**config.mk**
```make
export PLATFORM = sky130hd
export DESIGN_NAME = foo_pack
export DESIGN_NICKNAME = d
export VERILOG_FILES = /design/src/rtl/foo_pack.sv
export SDC_FILE = /design/constraint.sdc
export NUM_CORES = 1
export LEC_CHECK = 0
export BUFFER_PORTS_ARGS = -buffer_cell sky130_fd_sc_hd__buf_2
export CORE_MARGIN = 3
export CORE_UTILIZATION = 49
export DETAILED_ROUTE_END_ITERATION = 6
export PLACE_DENSITY = 0.73
export SLEW_MARGIN = 30
export SYNTH_ARGS = -nofsm -noshare
export SYNTH_HDL_FRONTEND = slang
export SYNTH_SLANG_ARGS = --single-unit
```
**constraint.sdc**
```tcl
create_clock -name clk -period 1.9 [get_ports clk]
set_input_delay 0 -clock clk [delete_from_list [all_inputs] [get_ports clk]]
set_output_delay 0 -clock clk [all_outputs]
set_load 0.01 [all_outputs]
```
**src/rtl/foo_pack.sv**
```systemverilog
// foo_pack: packs a stream of 32-bit words into 64-bit {a,b} pairs.
// An odd-length burst closes with a zero-padded b half.
module foo_pack (
  input  logic        clk,
  input  logic        rst,
  input  logic [31:0] in_data,
  input  logic        in_valid,
  input  logic        in_last,
  output logic        in_ready,
  output logic [63:0] out_s,
  output logic        out_pad,
  output logic        out_valid,
  input  logic        out_ready,
  output logic [15:0] pair_count
);

  typedef enum logic {
    IDLE = 1'b0,
    HOLD = 1'b1
  } state_t;

  state_t      state;
  state_t      state_n;
  logic [31:0] a_reg;
  logic [31:0] a_n;
  logic [63:0] s_n;
  logic        pad_n;
  logic        vld_n;
  logic [15:0] cnt_n;
  logic        take;
  logic        emit;

  // A word is taken whenever the output slot is free or drains now.
  assign in_ready = !rst && (!out_valid || out_ready);
  assign take     = in_valid && in_ready;
  assign emit     = out_valid && out_ready;

  // State, held operand, output slot and handshake counter.
  always_ff @(posedge clk) begin
    if (rst) begin
      state      <= IDLE;
      a_reg      <= '0;
      out_s      <= '0;
      out_pad    <= 1'b0;
      out_valid  <= 1'b0;
      pair_count <= '0;
    end else begin
      state      <= state_n;
      a_reg      <= a_n;
      out_s      <= s_n;
      out_pad    <= pad_n;
      out_valid  <= vld_n;
      pair_count <= cnt_n;
    end
  end

  // Next state; a load in the same cycle as a drain keeps out_valid up.
  always_comb begin
    state_n = state;
    a_n     = a_reg;
    s_n     = out_s;
    pad_n   = out_pad;
    vld_n   = out_valid;
    cnt_n   = pair_count;
    if (emit) begin
      vld_n = 1'b0;
      cnt_n = pair_count + 16'd1;
    end
    if (take) begin
      unique case (state)
        IDLE: begin
          if (in_last) begin
            s_n   = {in_data, 32'h0};
            pad_n = 1'b1;
            vld_n = 1'b1;
          end else begin
            a_n     = in_data;
            state_n = HOLD;
          end
        end
        HOLD: begin
          s_n     = {a_reg, in_data};
          pad_n   = 1'b0;
          vld_n   = 1'b1;
          state_n = IDLE;
        end
      endcase
    end
  end

endmodule
```
Word-level counts from Yosys, hierarchy flattened
Index checks and enable logic that the tools add are counted.
- register bits: 115
- bits in latches: 0
- bits in writable memories: 0
- bits in read-only memories: 0
- bits of input ports: 37
- memories: 0
- add/sub/neg operators: 1
- multipliers: 0
- divide/modulo/power cells: 0
- $lt $le $gt $ge: 0
- equality and inequality tests: 1
- shift-type cells: 0
- muxes and demuxes: 10
- bitwise logic cells: 2
- reductions and logical operators: 8
- operator list (operator ; count):
    64-bit case mux with 2 select lines ; 1
    64-bit 2-to-1 mux ; 1
    16-bit by 1-bit adder with 16-bit output (second input constant) ; 1
    1-bit case mux with 2 select lines ; 3
    1-bit 2-to-1 mux ; 5
    1-bit logical AND ; 3
    3-bit AND reduction ; 1
    1-bit zero test ; 2
    2-bit != test (second input constant) ; 1
    1-bit inverter ; 2
    2-bit AND reduction ; 1
    1-bit logical OR ; 1

Logic depth before layout (Yosys ltp)
- depth after elaboration: 5
- gate-level depth with buffers: 7
- gate-level depth less buffers: 5

Worst setup path before layout
OpenSTA, ideal clock, no wires.
- path kind: reg2reg
- start: reg out_valid
- end: reg a_reg[10]
- library setup time: 0.132 ns
- arrival: 1.487 ns
- setup slack: 0.281 ns
- cell stages (with the launch flop): 8
- path buffers: 3
- period minus slack after synthesis: 1.619 ns
- path through: dfxtp_1 nor2b_1 buf_6 or4b_1 buf_2 buf_6 nand2_1 a21oi_1
- longest elaborated chain between the ends: 5
- ends and longest elaborated chain (element ; RTL line ; text):
    start, declared ; 12 ; output logic out_valid,
    start signal, assigned ; 52 ; out_valid <= vld_n;
    1-bit zero test ; 34 ; assign in_ready = !rst && (!out_valid || out_ready);
    1-bit logical OR ; 34 ;
    1-bit logical AND ; 34 ;
    1-bit logical AND ; 35 ; assign take = in_valid && in_ready;
    3-bit AND reduction (no source line) ; - ;
    end signal, assigned ; 49 ; a_reg <= a_n;
    end, declared ; 24 ; logic [31:0] a_reg;
Every way passes these cells.
A chain may end at the register's enable or synchronous reset.

Worst setup path after layout
- start: reg out_valid
- end: reg out_s[8]
- longest elaborated chain between the ends: 5
- ends and longest elaborated chain (element ; RTL line ; text):
    1-bit zero test ; 34 ;
    1-bit logical OR ; 34 ;
    1-bit logical AND ; 34 ;
    1-bit logical AND ; 35 ;
    2-bit AND reduction (no source line) ; - ;
    end signal, assigned ; 50 ; out_s <= s_n;
    end, declared ; 10 ; output logic [63:0] out_s,
Every way passes these cells.

==> flow_metrics.env <==
export IMPL_hpwlAfterDp_um=7364
export IMPL_regToRegSetupSlack_ns=0.14
export IMPL_gr_total_overflow=0
export IMPL_yosysWarnings=0
export IMPL_p_per_area_mw_per_mm2=987.6
export IMPL_cts_tree="yes"
export IMPL_synth_flop_cell="dfxtp_1"
export IMPL_post_cts_setup_buffers=0
export IMPL_grt_max_degree=54
export IMPL_critPathMaxStageDelay_ns=0.56
export IMPL_rsz0062_at_grt="false"
export IMPL_synth_edf_count=0
export IMPL_fillCellCount=703
export IMPL_drtIter0Drc=139
export IMPL_worstReg2RegEnd="out_s[8]"
export IMPL_die_w_um=101.7
export IMPL_cp_start_kind="register"
export IMPL_ctsHoldBuffers=36
export IMPL_worst_r2r_startpoint="out_valid"
export IMPL_die_h_um=101.7
export IMPL_grt_usage=0.2260
export IMPL_cts_root_buf="clkbuf_8"
export IMPL_crit_chain="nor2b_1 > nor3_4 > and2_1 > buf_12 > a22o_1"
export IMPL_slew_headroom=0.5456
export IMPL_nets=649
export IMPL_critPathRequiredTime_ns=2.30
export IMPL_ys_ff_latch=115
export IMPL_syn_cell_area_mm2=0.004488
export IMPL_fin_skew_ns=0.007451
export IMPL_avgViaCountPerCell=5.284
export IMPL_critPathKind="register to register"
export IMPL_hold_viol=0
export IMPL_cp_max_fo=25
export IMPL_htreeDepth=4
export IMPL_async_reset_ff_frac=0
export IMPL_synthToLayoutAreaGrowth_pct=36.33
export IMPL_largest_reg_flops=64
export IMPL_synthCells=458
export IMPL_holdPathEnd="out_s[11]"
export IMPL_grt_pass1_vias=3736
export IMPL_synth_nets=496
export IMPL_gp_congestion=0.7760
export IMPL_fp_coreArea_mm2=0.008806
export IMPL_clockBufferDepth=2
export IMPL_clk_latency_ns=0.51
export IMPL_rr_worst_depth=5
export IMPL_power_mw=6.042
export IMPL_period_minus_slack_ns=1.759
export IMPL_clk_pin_slew_worst_paths_ns=0.06
export IMPL_cellLeakagePower_nw=2.507
export IMPL_max_freq_mhz=568.4
export IMPL_max_vdd_ir_drop_uv=597.8
export IMPL_io_buffers=119
export IMPL_post_cts_resized=0
export IMPL_cpMaxStageDelayCell="nor2b_1"
export IMPL_post_synth_num_cell_types=32
export IMPL_critPathCaptureType="register"
export IMPL_hp_class="input pin to register"
export IMPL_post_route_util=0.6948
export IMPL_num_vias=3868
export IMPL_antenna_found_initial=0
export IMPL_slew_violations=0
export IMPL_dieArea_mm2=0.01034
export IMPL_syn_avg_cell_area_um2=9.799
export IMPL_status="completed"
export IMPL_min_from="in_data[11]"
export IMPL_num_rows=34
export IMPL_antenna_diode_count=0
export IMPL_maxCapViolCount=0
export IMPL_drc=0
export IMPL_ios=120
export IMPL_final_layout_size_suffix_gt1_frac=0.3109
export IMPL_cts_buffers=17
export IMPL_critPathArrivalTime_ns=2.16
export IMPL_finalCritPeriodShare=0.9260
export IMPL_setup_violations=0
export IMPL_timing_setup_tns_ns=0
export IMPL_hold_depth=3
export IMPL_clock_sinks=115
export IMPL_seq_area_frac_synth=0.5130
export IMPL_avgRoutedWirePerCell_um=15.71
export IMPL_totalWireLength_um=11500
export IMPL_initial_utilization=0.5097
export IMPL_drtPass1Iterations=4
export IMPL_grt_pass1_wl_um=18420
export IMPL_ant_nets=0
export IMPL_worstMarginPinSlew_ns=0.6802
## layer usage
layer / GRT usage / vias up / share of wire
li1: - / 1945 / -
met1: 0.2812 / 1792 / 0.45
met2: 0.3737 / 115 / 0.48
met3: 0.06818 / 16 / 0.053
met4: 0.07669 / 0 / 0.014
met5: 0 / - / 0
## worst max-delay path: cells and delay by family (launching register included)
| family | cells | cell delay [ns] |
|---|---|---|
| DFF | 1 | 0.32 |
| buffers and inverters | 1 | 0.17 |
| AOI/OAI and AO/OA | 1 | 0.24 |
| and+or+nand+nor | 3 | 0.92 |
## report_power, final
group / leakage [nW] / internal, mW / switching (mW)
combinational: 1.30 / 0.253 / 0.325
sequential: 0.934 / 2.50 / 0.0434
clock: 0.274 / 1.86 / 1.06
## per-stage QoR
step	cells	cell area, µm²	hold slack [ns]	worst slack, ns
6_report	732	6118	0.2834	0.1406
5_1_grt	732	6118	0.2690	0.02504
4_1_cts	732	6118	0.2580	0.1120
3_5_place_dp	664	5202	0.2554	0.1253
3_3_place_gp	664	5202	0.2511	0.2367
2_1_floorplan	458	4488	0.1326	0.2807
## layout by cell type (no fill, tap or decap), types with 2 or more instances in the layout
master         netlist  routed
a211oi_1            13      13
buf_2               13     118
xnor2_1              8       8
nand4_1              5       5
a211oi_2            20      20
clkinv_2             0       5
nor3_1               4       4
clkbuf_16            0      16
nor4_1               5       5
buf_12               0       3
buf_4                4      17
clkbuf_8             0       5
a21oi_1             37      37
dlygate4sd3_1        0      36
inv_1                3       3
nor2_1              49      48
a22o_1              32      32
nand2_1             38      38
o21ai_0              3       3
or3_1                4       4
xor2_1               4       4
nand3_1             36      36
dfxtp_1            115     114
mux2i_1             32      32
clkbuf_1            16       2
clkinvlp_4           0       2
## Yosys cell counts, types with 3 or more instances
cell / count / area share
dfxtp_1: 115 / 0.51
nor2_1: 49 / 0.041
nand2_1: 38 / 0.032
a21oi_1: 37 / 0.041
nand3_1: 36 / 0.040
a22o_1: 32 / 0.062
mux2i_1: 32 / 0.071
a211oi_2: 20 / 0.056
clkbuf_1: 16 / 0.013
a211oi_1: 13 / 0.022
buf_2: 13 / 0.014
xnor2_1: 8 / 0.016
nand4_1: 5 / 0.0070
nor4_1: 5 / 0.0070
buf_4: 4 / 0.0067
buf_6: 4 / 0.010
nor3_1: 4 / 0.0045
or3_1: 4 / 0.0056
xor2_1: 4 / 0.0078
buf_1: 3 / 0.0025
inv_1: 3 / 0.0025
o21ai_0: 3 / 0.0033
## logic make-up (layout without fill, tap and decap cells)
family / Yosys count / after routing / synth area share
buf+inv: 44 / 210 / 0.05046
flops: 115 / 115 / 0.5130
fa+ha+maj: 1 / 1 / 0.002787
compound gates: 106 / 106 / 0.1862
simple gates: 148 / 148 / 0.1528
xor+xnor: 12 / 12 / 0.02342
mux: 32 / 32 / 0.07137
## worst max path at each step
stage / from / to / slack, ns / cells after the start
2_1_floorplan: out_valid / a_reg[10] / 0.28 / 7
3_3_place_gp: out_valid / out_s[8] / 0.24 / 5
3_5_place_dp: out_valid / out_s[12] / 0.13 / 5
4_1_cts: out_valid / out_s[10] / 0.11 / 5
5_1_grt: out_valid / a_reg[25] / 0.03 / 5
6_report: out_valid / out_s[8] / 0.14 / 5
## layout make-up
cell class | instances | area, µm² | area share
Clock inverter | 9 | 78.83 | 0.01288
Tap cell | 108 | 135.1 | 0.02209
Timing Repair Buffer | 174 | 1139 | 0.1861
Multi-Input combinational cell | 299 | 1971 | 0.3221
Sequential cell | 115 | 2303 | 0.3765
Clock buffer | 23 | 476.7 | 0.07791
Inverter | 4 | 15.01 | 0.002454
No activity file was read; power rests on OpenSTA's default activity.
